--- src/rtl/hum_controller_if.sv ---
// Sample/command bundle between the humidity sensor front end and hum_controller.
// The slave side consumes samples and drives the status display and actuator enables.
interface hum_controller_if;
    logic       hum_valid;
    logic [7:0] hum_value;
    logic [7:0] setpoint;
    logic [3:0] band;
    logic [1:0] status;
    logic       humidifier_on;
    logic       dehumidifier_on;

    modport master (
        output hum_valid, hum_value, setpoint, band,
        input  status, humidifier_on, dehumidifier_on
    );

    modport slave (
        input  hum_valid, hum_value, setpoint, band,
        output status, humidifier_on, dehumidifier_on
    );
endinterface

--- src/rtl/hum_controller.sv ---
// Greenhouse humidity sequencer: hysteresis around a setpoint, minimum actuator
// run time, sensor timeout and out-of-range detection.
module hum_controller #(
    parameter int TICK_DIV      = 50_000_000,
    parameter int MIN_RUN_TICKS = 30,
    parameter int TIMEOUT_TICKS = 10,
    parameter int MAX_HUM       = 100
) (
    input logic        clk,
    input logic        reset,
    hum_controller_if.slave bus
);
    localparam int TW = (TICK_DIV > 1) ? $clog2(TICK_DIV) : 1;
    localparam int RW = $clog2(MIN_RUN_TICKS + 1);
    localparam int OW = $clog2(TIMEOUT_TICKS + 1);
    localparam logic [8:0] MAX9 = 9'(MAX_HUM);

    typedef enum logic [1:0] {
        IDLE       = 2'b00,
        HUMIDIFY   = 2'b01,
        DEHUMIDIFY = 2'b10,
        ERROR      = 2'b11
    } state_t;

    state_t        state, nxt;
    logic [TW-1:0] tick_cnt;
    logic [RW-1:0] run_cnt;
    logic [OW-1:0] tout_cnt;
    logic          tick, bad, run_done, expire, entering;
    logic [8:0]    hv, sp_raw, sp, lo, hi, sum;

    assign tick = (tick_cnt == TW'(TICK_DIV - 1));

    always_ff @(posedge clk or posedge reset) begin
        if (reset)     tick_cnt <= '0;
        else if (tick) tick_cnt <= '0;
        else           tick_cnt <= tick_cnt + 1'b1;
    end

    // 9-bit thresholds; setpoint clamped so hi never exceeds the legal range
    assign hv     = {1'b0, bus.hum_value};
    assign sp_raw = {1'b0, bus.setpoint};
    assign sp     = (sp_raw > MAX9) ? MAX9 : sp_raw;
    assign lo     = (sp > {5'd0, bus.band}) ? sp - {5'd0, bus.band} : 9'd0;
    assign sum    = sp + {5'd0, bus.band};
    assign hi     = (sum > MAX9) ? MAX9 : sum;

    assign bad      = (hv > MAX9);
    assign run_done = (run_cnt >= RW'(MIN_RUN_TICKS));
    // only the tick that reaches the limit raises ERROR; the held value does not re-fire
    assign expire   = tick && (tout_cnt == OW'(TIMEOUT_TICKS - 1));

    always_comb begin
        nxt = state;
        if (bus.hum_valid) begin
            if (bad) nxt = ERROR;
            else begin
                case (state)
                    IDLE: begin
                        if (hv < lo)      nxt = HUMIDIFY;
                        else if (hv > hi) nxt = DEHUMIDIFY;
                    end
                    HUMIDIFY:   if (run_done && hv >= sp) nxt = IDLE;
                    DEHUMIDIFY: if (run_done && hv <= sp) nxt = IDLE;
                    default:    nxt = IDLE;
                endcase
            end
        end else if (expire) begin
            nxt = ERROR;
        end
    end

    assign entering = (nxt != state) && (nxt == HUMIDIFY || nxt == DEHUMIDIFY);

    always_ff @(posedge clk or posedge reset) begin
        if (reset) begin
            state               <= IDLE;
            bus.humidifier_on   <= 1'b0;
            bus.dehumidifier_on <= 1'b0;
        end else begin
            state               <= nxt;
            bus.humidifier_on   <= (nxt == HUMIDIFY);
            bus.dehumidifier_on <= (nxt == DEHUMIDIFY);
        end
    end

    assign bus.status = state;

    always_ff @(posedge clk or posedge reset) begin
        if (reset)                 run_cnt <= '0;
        else if (entering)         run_cnt <= '0;
        else if (tick && !run_done) run_cnt <= run_cnt + 1'b1;
    end

    always_ff @(posedge clk or posedge reset) begin
        if (reset)              tout_cnt <= '0;
        else if (bus.hum_valid) tout_cnt <= '0;
        else if (tick && tout_cnt != OW'(TIMEOUT_TICKS)) tout_cnt <= tout_cnt + 1'b1;
    end
endmodule
--- src/flat_wrapper.sv ---
// flat-port wrapper written by rule: the top's interface ports become plain ports
module hum_controller_flat 
#(
    parameter int TICK_DIV      = 50_000_000,
    parameter int MIN_RUN_TICKS = 30,
    parameter int TIMEOUT_TICKS = 10,
    parameter int MAX_HUM       = 100
)
  (clk, reset, bus_hum_valid, bus_hum_value, bus_setpoint, bus_band, bus_status, bus_humidifier_on, bus_dehumidifier_on);
  hum_controller_if bus_i ();
  input logic clk;
  input logic reset;
  input wire logic [$bits(bus_i.hum_valid)-1:0] bus_hum_valid;
  input wire logic [$bits(bus_i.hum_value)-1:0] bus_hum_value;
  input wire logic [$bits(bus_i.setpoint)-1:0] bus_setpoint;
  input wire logic [$bits(bus_i.band)-1:0] bus_band;
  output wire logic [$bits(bus_i.status)-1:0] bus_status;
  output wire logic [$bits(bus_i.humidifier_on)-1:0] bus_humidifier_on;
  output wire logic [$bits(bus_i.dehumidifier_on)-1:0] bus_dehumidifier_on;
  assign bus_i.hum_valid = bus_hum_valid;
  assign bus_i.hum_value = bus_hum_value;
  assign bus_i.setpoint = bus_setpoint;
  assign bus_i.band = bus_band;
  assign bus_status = bus_i.status;
  assign bus_humidifier_on = bus_i.humidifier_on;
  assign bus_dehumidifier_on = bus_i.dehumidifier_on;
  hum_controller #(.TICK_DIV(TICK_DIV), .MIN_RUN_TICKS(MIN_RUN_TICKS), .TIMEOUT_TICKS(TIMEOUT_TICKS), .MAX_HUM(MAX_HUM)) u_core (.clk(clk), .reset(reset), .bus(bus_i));
endmodule
--- config.mk ---
export PLATFORM = sky130hd
export DESIGN_NAME = hum_controller_flat
export DESIGN_NICKNAME = d
export VERILOG_FILES = /design/src/rtl/hum_controller_if.sv /design/src/rtl/hum_controller.sv /design/src/flat_wrapper.sv
export SDC_FILE = /design/constraint.sdc
export NUM_CORES = 1
export LEC_CHECK = 0
export BUFFER_PORTS_ARGS = -buffer_cell sky130_fd_sc_hd__buf_2
export CAP_MARGIN = 10
export CORE_MARGIN = 8
export CORE_UTILIZATION = 55
export DETAILED_ROUTE_END_ITERATION = 16
export GPL_ROUTABILITY_DRIVEN = 0
export PLACE_DENSITY = 0.82
export SYNTH_ARGS = -nofsm -noshare
export SYNTH_HDL_FRONTEND = slang
export SYNTH_SLANG_ARGS = --single-unit
export TNS_END_PERCENT = 1
--- constraint.sdc ---
create_clock -name clk -period 2.9 [get_ports clk]
set_clock_uncertainty 0.1 [all_clocks]
set_input_delay 0.145 -clock clk [delete_from_list [all_inputs] [get_ports clk]]
set_output_delay 0.145 -clock clk [all_outputs]
set_load 0.01 [all_outputs]
==> flow_summary.yaml <==
run_status:
  status: "complete, but fails checks"
  failed_checks: "setup timing"
job:
  cap_violations: 0
timing:
  whs_ns: 0.0659
  final.setup.worst_slack_ns: -1.69
  period_share_pct: 158
  setup_violations: 9
  final.setup.tns_ns: -11.91
  worst_slew_pin_slew_ns: 0.756
  slew_headroom_pct: 49.2
  rsz0062_at_grt: "yes"
  max_freq_mhz: 218
  layout_min_cycle_time_ns: 4.59
  finalMaxSlewViolations: 0
  hold_viol_final: 0
placed_design:
  portBuffers: 26
  preCtsSetupSlack_ns: -2.04
  place_area_um2: 3850
  hpwlAfterDp_mm: 6.13
  numPlacedInstances: 505
yosys:
  ys_warn_count: 0
  synthTopCellsByArea: "dfrtp_1 31%, ha_1 16%, xor2_1 6.3%"
  syn_avg_cell_area_um2: 8.98
  synth_seq_cells: 39
  ys.flop_type: "dfrtp_1"
  synth_edf_count: 0
  synth_cell_types: 62
  synth.most_common_cell: "ha_1"
  synthCells: 356
  yosys-top-cells-count: "40 x ha_1, 39 x dfrtp_1, 39 x nor2_1"
  synth_area_um2: 3200
  synth-async-reset-ratio_pct: 100
  netlist.area_leader.share_pct: 30.5
  yosysTopAreaCell: "dfrtp_1"
  yosysSeqAreaShare_pct: 30.5
layout:
  fin_util_pct: 74.0
  final-seq-area_um2: 976
  fillers: 365
  multiInputGateArea_um2: 2310
  stdcell_area_um2: 4130
  finalNonFillerCells: 519
  area_growth_pct: 29.0
  final_nets: 510
  drive_above_1_share_pct: 31.2
floorplan:
  rows: 27
  ios: 27
  fp.dieW_um: 92.3
  dieArea_um2: 8510
  die_h_um: 92.3
  coreArea_um2: 5570
  start_util_pct: 57.4
drt:
  drc: 0
  ant_nets: 0
  post_drt_wl_per_cell_um: 17.3
  first_iter_violations: 155
  vias_per_cell: 5.91
  vias: 3067
  dr.pass1.iters: 4
  wirelength_mm: 8.96
worst_setup_path:
  r2r_start: "u_core.tick_cnt[8]$_DFF_PP0_"
  required_ns: 2.97
  crit_path_start_kind: "input port"
  ff2ff_path_depth: 11
  endpoint_kind: "flop"
  r2r-end: "u_core.run_cnt[3]$_DFFE_PP0P_"
  crit_path_max_fanout: 4
  r2r_setup_slack_ns: -0.03
  crit_type: "in2reg"
  cp.arrival_ns: 4.66
grt:
  grt_max_degree: 40
  grt_pass1_wl_mm: 13.4
  grt_use_total_pct: 19.0
  overflow: 0
  antenna_found_initial: 1
  grt_pass1_vias: 3046
power_and_ir_drop:
  p_leak_nw: 2.01
  p_seq_share_pct: 39.4
  p_int_uw: 975
  swShare_pct: 33.0
  clock_power_share_pct: 24.5
  cellPowerDensity_nw_per_um2: 352
  comb_power_share_pct: 36.1
  total_power_mw: 1.45
  vdd_ir_drop_max_v: 0.000217
  p_switching_uw: 479
cts:
  clock-sinks: 39
  cts_tree: "built"
  cts_root_buffer: "clkbuf_8"
  htree_levels: 2
  numCtsBuffers: 5
  clk_pin_slew_ns: 0.08
  insertion_delay_ns: 0.29
  cts_max_path_buffers: 2
worst_hold_path:
  hp-start: "bus_hum_valid"
  hold_depth: 2
  whs_endpoint: "u_core.tout_cnt[0]$_DFFE_PP0P_"
  worstHoldPathType: "in2reg"
[how the worst max path moves through the flow]
stage                                    endpoint            start  slack, ns
global placement    u_core.run_cnt[2]$_DFFE_PP0P_  bus_setpoint[4]      -1.92
CTS                 u_core.run_cnt[1]$_DFFE_PP0P_  bus_setpoint[4]      -1.51
finish              u_core.run_cnt[3]$_DFFE_PP0P_  bus_setpoint[3]      -1.69
global route        u_core.run_cnt[1]$_DFFE_PP0P_  bus_setpoint[3]      -1.91
detailed placement  u_core.run_cnt[1]$_DFFE_PP0P_  bus_setpoint[4]      -2.04
floorplan           u_core.run_cnt[0]$_DFFE_PP0P_  bus_setpoint[4]      -1.43
[per-layer routing]
layer  global-route usage [%]  part of all wire (%)  vias to the layer above  wire length (µm)
li1                         -                     -                     1435                 -
met1                     22.3                    39                     1444              3510
met2                     33.6                    50                      140              4500
met3                     2.85                   5.8                       48               522
met4                     7.52                   4.8                        0               428
met5                        0                     0                        -                 0
[layout make-up]
cell class                      count  area share, %
Multi-Input combinational cell    294           56.0
Sequential cell                    39           23.7
Timing Repair Buffer               85           14.3
Tap cell                           72           2.18
Clock buffer                        7           1.85
Inverter                           20           1.82
Clock inverter                      1          0.121
Antenna cell                        1         0.0606
[state kept, by name, summed over array words and instances, names as in the netlist]
register / flops
u_core.bus.humidifier_on: 1
u_core.run_cnt: 5
u_core.bus.dehumidifier_on: 1
u_core.tick_cnt: 26
u_core.tout_cnt: 4
u_core.bus.status: 2
[logic make-up after synthesis]
kind of cell / synth area share (%)
adders and majority gates: 16.9
AOI/OAI and AO/OA: 14.4
and+or+nand+nor: 24.2
buffers and inverters: 3.01
other: 0.117
DFF: 30.5
muxes: 0.665
xor gates and xnor gates: 10.1
[critical path, stage by stage]
cell      delay, ns
buf_6          0.10
nor3_2         0.16
nor2_1         0.06
nor2_2         0.19
nand2_2        0.11
ha_1           0.24
fa_2           0.35
o21bai_1       0.16
a21o_1         0.21
nor3_2         0.06
xor2_1         0.14
o21ai_0        0.20
ha_1           0.30
a22oi_1        0.16
o211ai_1       0.17
o32ai_1        0.39
a21o_1         0.23
buf_4          0.14
o221a_2        0.21
ha_2           0.28
a31oi_1        0.15
nand2_1        0.10
nor3_4         0.23
buf_6          0.15
a211oi_2       0.04
[cell usage in the layout, fill, tap and decap left out, types with 3 or more instances in the layout]
cell	instances
a21oi_2	4
nand3_1	15
o21bai_1	5
buf_6	3
nor3_2	7
nor2_1	36
a21o_1	4
a21oi_1	7
buf_2	25
clkbuf_8	5
xnor2_1	13
conb_1	3
buf_4	56
nor2_2	3
dfrtp_1	39
a211oi_1	3
ha_1	35
inv_1	18
nand2b_1	4
xor2_1	21
o21ai_0	9
ha_4	3
o21a_1	3
and3_1	5
and2_1	4
nand2_1	31
o211ai_1	4
nand4_1	9
nor3_1	6
nor2b_1	5
[what timing repair did]
action / in CTS / in global routing
pin swaps: 7 / 25
gates cloned: 0 / 0
hold buffers: 1 / 0
hold endpoints to repair: 39 / 0
gates resized for setup: 9 / 25
setup endpoints to repair: 9 / 9
setup buffers: 2 / 2
[power by group through the flow]
stage | logic [mW] | registers, mW | clock network (mW)
5_1_grt | 0.568 | 0.574 | 0.382
4_1_cts | 0.461 | 0.572 | 0.356
2_1_floorplan | 0.258 | 0.580 | 0
3_3_place_gp | 0.423 | 0.582 | 0
6_report | 0.525 | 0.573 | 0.356
3_5_place_dp | 0.440 | 0.582 | 0
No activity file was read; power rests on OpenSTA's default activity.
